--- config.mk ---
export PLATFORM = sky130hd
export DESIGN_NAME = spi_state_machine
export DESIGN_NICKNAME = d
export VERILOG_FILES = /design/src/rtl/spi_state_machine.sv
export SDC_FILE = /design/constraint.sdc
export NUM_CORES = 1
export LEC_CHECK = 0
export CAP_MARGIN = 10
export CORE_MARGIN = 2
export CORE_UTILIZATION = 45
export DETAILED_ROUTE_END_ITERATION = 8
export GPL_TIMING_DRIVEN = 0
export SLEW_MARGIN = 20
export SYNTH_ARGS = -nofsm -noshare
export SYNTH_HDL_FRONTEND = slang
export SYNTH_SLANG_ARGS = --single-unit
--- constraint.sdc ---
create_clock -name clk -period 2.8 [get_ports clk]
set_input_delay 0.7 -clock clk [delete_from_list [all_inputs] [get_ports clk]]
set_output_delay 0.7 -clock clk [all_outputs]
set_load 0.01 [all_outputs]
--- src/rtl/spi_state_machine.sv ---
// Free-running SPI master (mode 0,0) for the MCP3202 ADC: start bit, config, 12-bit result.
// Latency: one frame = CS_SETUP + 34*SCK_HALF + 1 + CS_HIGH clk; o_DATA/DATA_VALID update in DONE.
// Backpressure: none; frames repeat back-to-back, DATA_VALID is a one-clk strobe that cannot be stalled.
module spi_state_machine #(
  parameter int SCK_HALF    = 88,
  parameter int INIT_CYCLES = 3000,
  parameter int CS_SETUP    = 44,
  parameter int CS_HIGH     = 88,
  parameter bit ODD_SIGN    = 1'b0
) (
  input  logic        clk,
  input  logic        rst_n,
  input  logic        MISO,
  output logic        MOSI,
  output logic        SCK,
  output logic [11:0] o_DATA,
  output logic        CS,
  output logic        DATA_VALID
);

  typedef enum logic [2:0] {
    INIT  = 3'd0,
    SETUP = 3'd1,
    SHIFT = 3'd2,
    DONE  = 3'd3,
    GAP   = 3'd4
  } state_t;

  localparam logic [15:0] INIT_LAST  = 16'(INIT_CYCLES - 1);
  localparam logic [15:0] SETUP_LAST = 16'(CS_SETUP - 1);
  localparam logic [15:0] HALF_LAST  = 16'(SCK_HALF - 1);
  localparam logic [15:0] GAP_LAST   = 16'(CS_HIGH - 1);

  // SCK cycle index 0..16; cycles 0..3 carry the command, 4 is the null bit, 5..16 are B11..B0.
  localparam logic [4:0] LAST_BIT  = 5'd16;
  localparam logic [4:0] FIRST_DAT = 5'd5;

  state_t      state;
  logic [15:0] cnt;
  logic [4:0]  bit_cnt;
  logic [11:0] shreg;

  // Command bit presented during SCK cycle idx: start, single-ended, channel select, MSB-first.
  function automatic logic cmd_bit(input logic [4:0] idx);
    logic b;
    b = 1'b0;
    case (idx)
      5'd0, 5'd1, 5'd3: b = 1'b1;
      5'd2:             b = ODD_SIGN;
      default:          b = 1'b0;
    endcase
    return b;
  endfunction

  // Frame sequencer: all pin outputs are registered so SCK/CS/MOSI never glitch.
  always_ff @(posedge clk or negedge rst_n) begin
    if (!rst_n) begin
      state      <= INIT;
      cnt        <= '0;
      bit_cnt    <= '0;
      shreg      <= '0;
      CS         <= 1'b1;
      SCK        <= 1'b0;
      MOSI       <= 1'b0;
      o_DATA     <= '0;
      DATA_VALID <= 1'b0;
    end else begin
      case (state)
        INIT: begin
          if (cnt == INIT_LAST) begin
            cnt   <= '0;
            CS    <= 1'b0;
            MOSI  <= cmd_bit(5'd0);
            state <= SETUP;
          end else begin
            cnt <= cnt + 16'd1;
          end
        end
        SETUP: begin
          if (cnt == SETUP_LAST) begin
            cnt     <= '0;
            bit_cnt <= '0;
            state   <= SHIFT;
          end else begin
            cnt <= cnt + 16'd1;
          end
        end
        SHIFT: begin
          if (cnt == HALF_LAST) begin
            cnt <= '0;
            if (!SCK) begin
              // Rising edge: MISO is only looked at inside the B11..B0 window.
              SCK <= 1'b1;
              if (bit_cnt >= FIRST_DAT) begin
                shreg <= {shreg[10:0], MISO};
              end
            end else begin
              // Falling edge: start of the next low phase, the only place MOSI moves.
              SCK <= 1'b0;
              if (bit_cnt == LAST_BIT) begin
                CS         <= 1'b1;
                MOSI       <= 1'b0;
                o_DATA     <= shreg;
                DATA_VALID <= 1'b1;
                state      <= DONE;
              end else begin
                bit_cnt <= bit_cnt + 5'd1;
                MOSI    <= cmd_bit(bit_cnt + 5'd1);
              end
            end
          end else begin
            cnt <= cnt + 16'd1;
          end
        end
        DONE: begin
          DATA_VALID <= 1'b0;
          cnt        <= '0;
          state      <= GAP;
        end
        GAP: begin
          if (cnt == GAP_LAST) begin
            cnt   <= '0;
            CS    <= 1'b0;
            MOSI  <= cmd_bit(5'd0);
            state <= SETUP;
          end else begin
            cnt <= cnt + 16'd1;
          end
        end
        default: begin
          state <= INIT;
          cnt   <= '0;
          CS    <= 1'b1;
          SCK   <= 1'b0;
          MOSI  <= 1'b0;
        end
      endcase
    end
  end

endmodule

==> metrics <==
grt ovf=0; io pins=19; setup violators final=0; die height=79.6 µm; Mapped Cells=226; TritonCTS clock tree=built; grt met1 use=0.247; CP max stage delay=0.37 ns; Mapped Area=2570 µm²; cell repeated most along the worst path=nor2b_1; Max Cap Violations=0; syn_nets=235; Slowest-stage cell, CP=dfrtp_1; Leakage Power=0.00133 µW; CTS Sinks=52; Layout Utilization=0.539; Crit path arrival time=2.68 ns; pre-CTS setup slack=0.155 ns; drt wl/cell=14.5 µm; TritonCTS Buffers=5; top-area cell type share of the netlist area=0.496; outcome=completed; FFs w/ async S/R, synth=1.00; post-CTS setup buffers=0; dpl hpwl=3.18 mm; CP cell instances=clkbuf_1 > nor2b_1 > nor2b_1 > nand4_1 > nor4_4 > buf_2 > mux2_2; Placement Cell Area=2840 µm²; Synth area leader=dfrtp_1; clock root buffer=clkbuf_8; Design Area, Final=2970 µm²; Hold Buf Count CTS=0; share of layout cells above drive strength 1=0.190; final period utilization=0.887; Power Total=1300 µW; ratio of total power to cell area=439 nW/µm²; count leader, synth=dfrtp_1; max frequency=403 MHz; most instantiated cells after synthesis=dfrtp_1, mux2_2, nor2_1, nand2_1, xor2_1; Yosys reg bits=52; GPL Wtd Cong=0.810; drt first-iter violations=76; CP Class=flop to flop; Hold Vio Cnt, Final=0; setup_tns=0 ns; CP Capture Type=flop; die width=79.6 µm; first-pass GRT wire length=8.18 mm; buffers added on ports=18; Top Usage Layer GRT=met1; Final Skew=0.0118 ns; diode count=0; met3 Track Usage GR=0.0305; vias in the first global route=1676; Worst-Margin Slew=0.654 ns; Worst-path clk slew=0.11 ns; Resize count post-CTS=0; Post-synth EDFFs=0; total track usage=0.166; sequential share of the synthesized area=0.506; final worst slack=0.316 ns; via count=1703; unrepaired setup endpoints after global routing=false; Synth Flop Type=dfrtp_1; antenna violations before repair=0; number of fill cells in the layout=484; crit start category=flop; Buf/Inv on CP=2; core box area=5510 µm²; worst skew pair latency=0.31 ns; Synth Warn #=0; hold crit path type=primary input to asynchronous set/reset pin; post-route ant nets=0; Die ar.=6340 µm²; DRC viols=0; largest net degree at the start of global routing=53; Final nets=260; minimum clock period after layout=2.48 ns; synth unique cells=51; Area Growth Syn to Fin=15.2%; Starting Density=0.468; Syn Area/Cell=11.4 µm²; htree depth=2; DR vias/cell=5.26; Pre-Repair DR Iteration Count=4; Rel. slew slack=0.564; Worst path top cell family by delay=simple AND/OR/NAND/NOR gates; Area contributors post-synth=dfrtp_1, mux2_2, nor2_1; CP Max Fanout=10; # rows=27; met2 Resource Use GR=0.245; CTS max path bufs=2; detailed-route wire length=4.71 mm; Worst Path Required=2.99 ns; fin. max-slew vios=0; peak supply drop=0.000248 V
where the power goes:
part           internal, µW  switching, µW
logic                  2.64           14.3
registers               751          0.449
clock network           270            265
total                  1020            280
per-stage QoR:
stage                     cells  hold WS [ns]
after floorplan             226         0.404
after global placement      316         0.446
after detailed placement    316         0.448
after CTS                   324         0.444
after global routing        324         0.466
final                       324         0.403
path summary, 6_finish.rpt:
kind	from	end	slack [ns]	depth (start not counted)
setup / recovery	state[0]$_DFFE_PN0P_	o_DATA[9]$_DFFE_PN0P_	0.32	7
hold / removal	rst_n	cnt[1]$_DFF_PN0_	0.40	1
setup reg to reg	state[0]$_DFFE_PN0P_	o_DATA[9]$_DFFE_PN0P_	0.32	7
hold reg to reg	cnt[0]$_DFF_PN0_	cnt[0]$_DFF_PN0_	0.46	1
max in group asynchronous	rst_n	DATA_VALID$_DFFE_PN0P_	1.94	1
min in group clk	cnt[0]$_DFF_PN0_	cnt[0]$_DFF_PN0_	0.46	1
placed cells by master, fill, tap and decap left out, types with 3 or more instances in the layout:
cell / netlist / layout
clkbuf_8: 0 / 5
nor3_1: 3 / 3
and3_1: 3 / 3
buf_2: 5 / 5
o21ai_0: 3 / 3
mux2_2: 25 / 25
a21oi_1: 5 / 5
nand2_1: 12 / 12
o2bb2ai_1: 4 / 4
ha_1: 6 / 6
dfrtp_1: 51 / 51
nor2b_1: 7 / 7
xnor2_1: 8 / 8
nor2_1: 23 / 23
nand3_1: 8 / 8
inv_1: 4 / 4
nand2b_1: 5 / 5
clkdlybuf4s50_1: 0 / 17
xor2_1: 9 / 9
nand4_1: 5 / 5
layer usage:
layer	up-vias	wire, µm
met2	24	2050
met1	819	2460
li1	855	-
met3	5	145
met5	-	0
met4	0	48
state kept, by name (all words and copies together) (netlist names):
signal      cells
DATA_VALID      1
shreg          12
SCK             1
cnt            16
CS              1
state           3
bit_cnt         5
MOSI            1
o_DATA         12
worst register-to-register path, cell delays in order (launching register included):
cell and delay [ns]:
dfrtp_1 0.37, clkbuf_1 0.19, nor2b_1 0.26, nor2b_1 0.33
nand4_1 0.19, nor4_4 0.33, buf_2 0.34, mux2_2 0.38
cells by family after synthesis:
| kind of cell | Yosys count | share of synthesized area |
|---|---|---|
| multiplexers | 26 | 0.113 |
| flip-flops | 52 | 0.506 |
| buffers and inverters | 13 | 0.0257 |
| adder cells (fa/ha/maj) | 6 | 0.0292 |
| XOR/XNOR | 17 | 0.0578 |
| AO/OA/AOI/OAI | 25 | 0.0719 |
| AND/OR/NAND/NOR | 87 | 0.196 |
layout make-up:
cell class,instances,area (µm²),share of cell area
multi-input combinational,161,1210,0.410
clock inverter,3,46.3,0.0156
tap,72,90.1,0.0304
clock buffer,5,68.8,0.0232
buffer,9,51.3,0.0173
sequential,52,1300,0.439
timing repair buffer,18,178,0.0599
inverter,4,15.0,0.00506
Power figures use the tool's default switching activity.
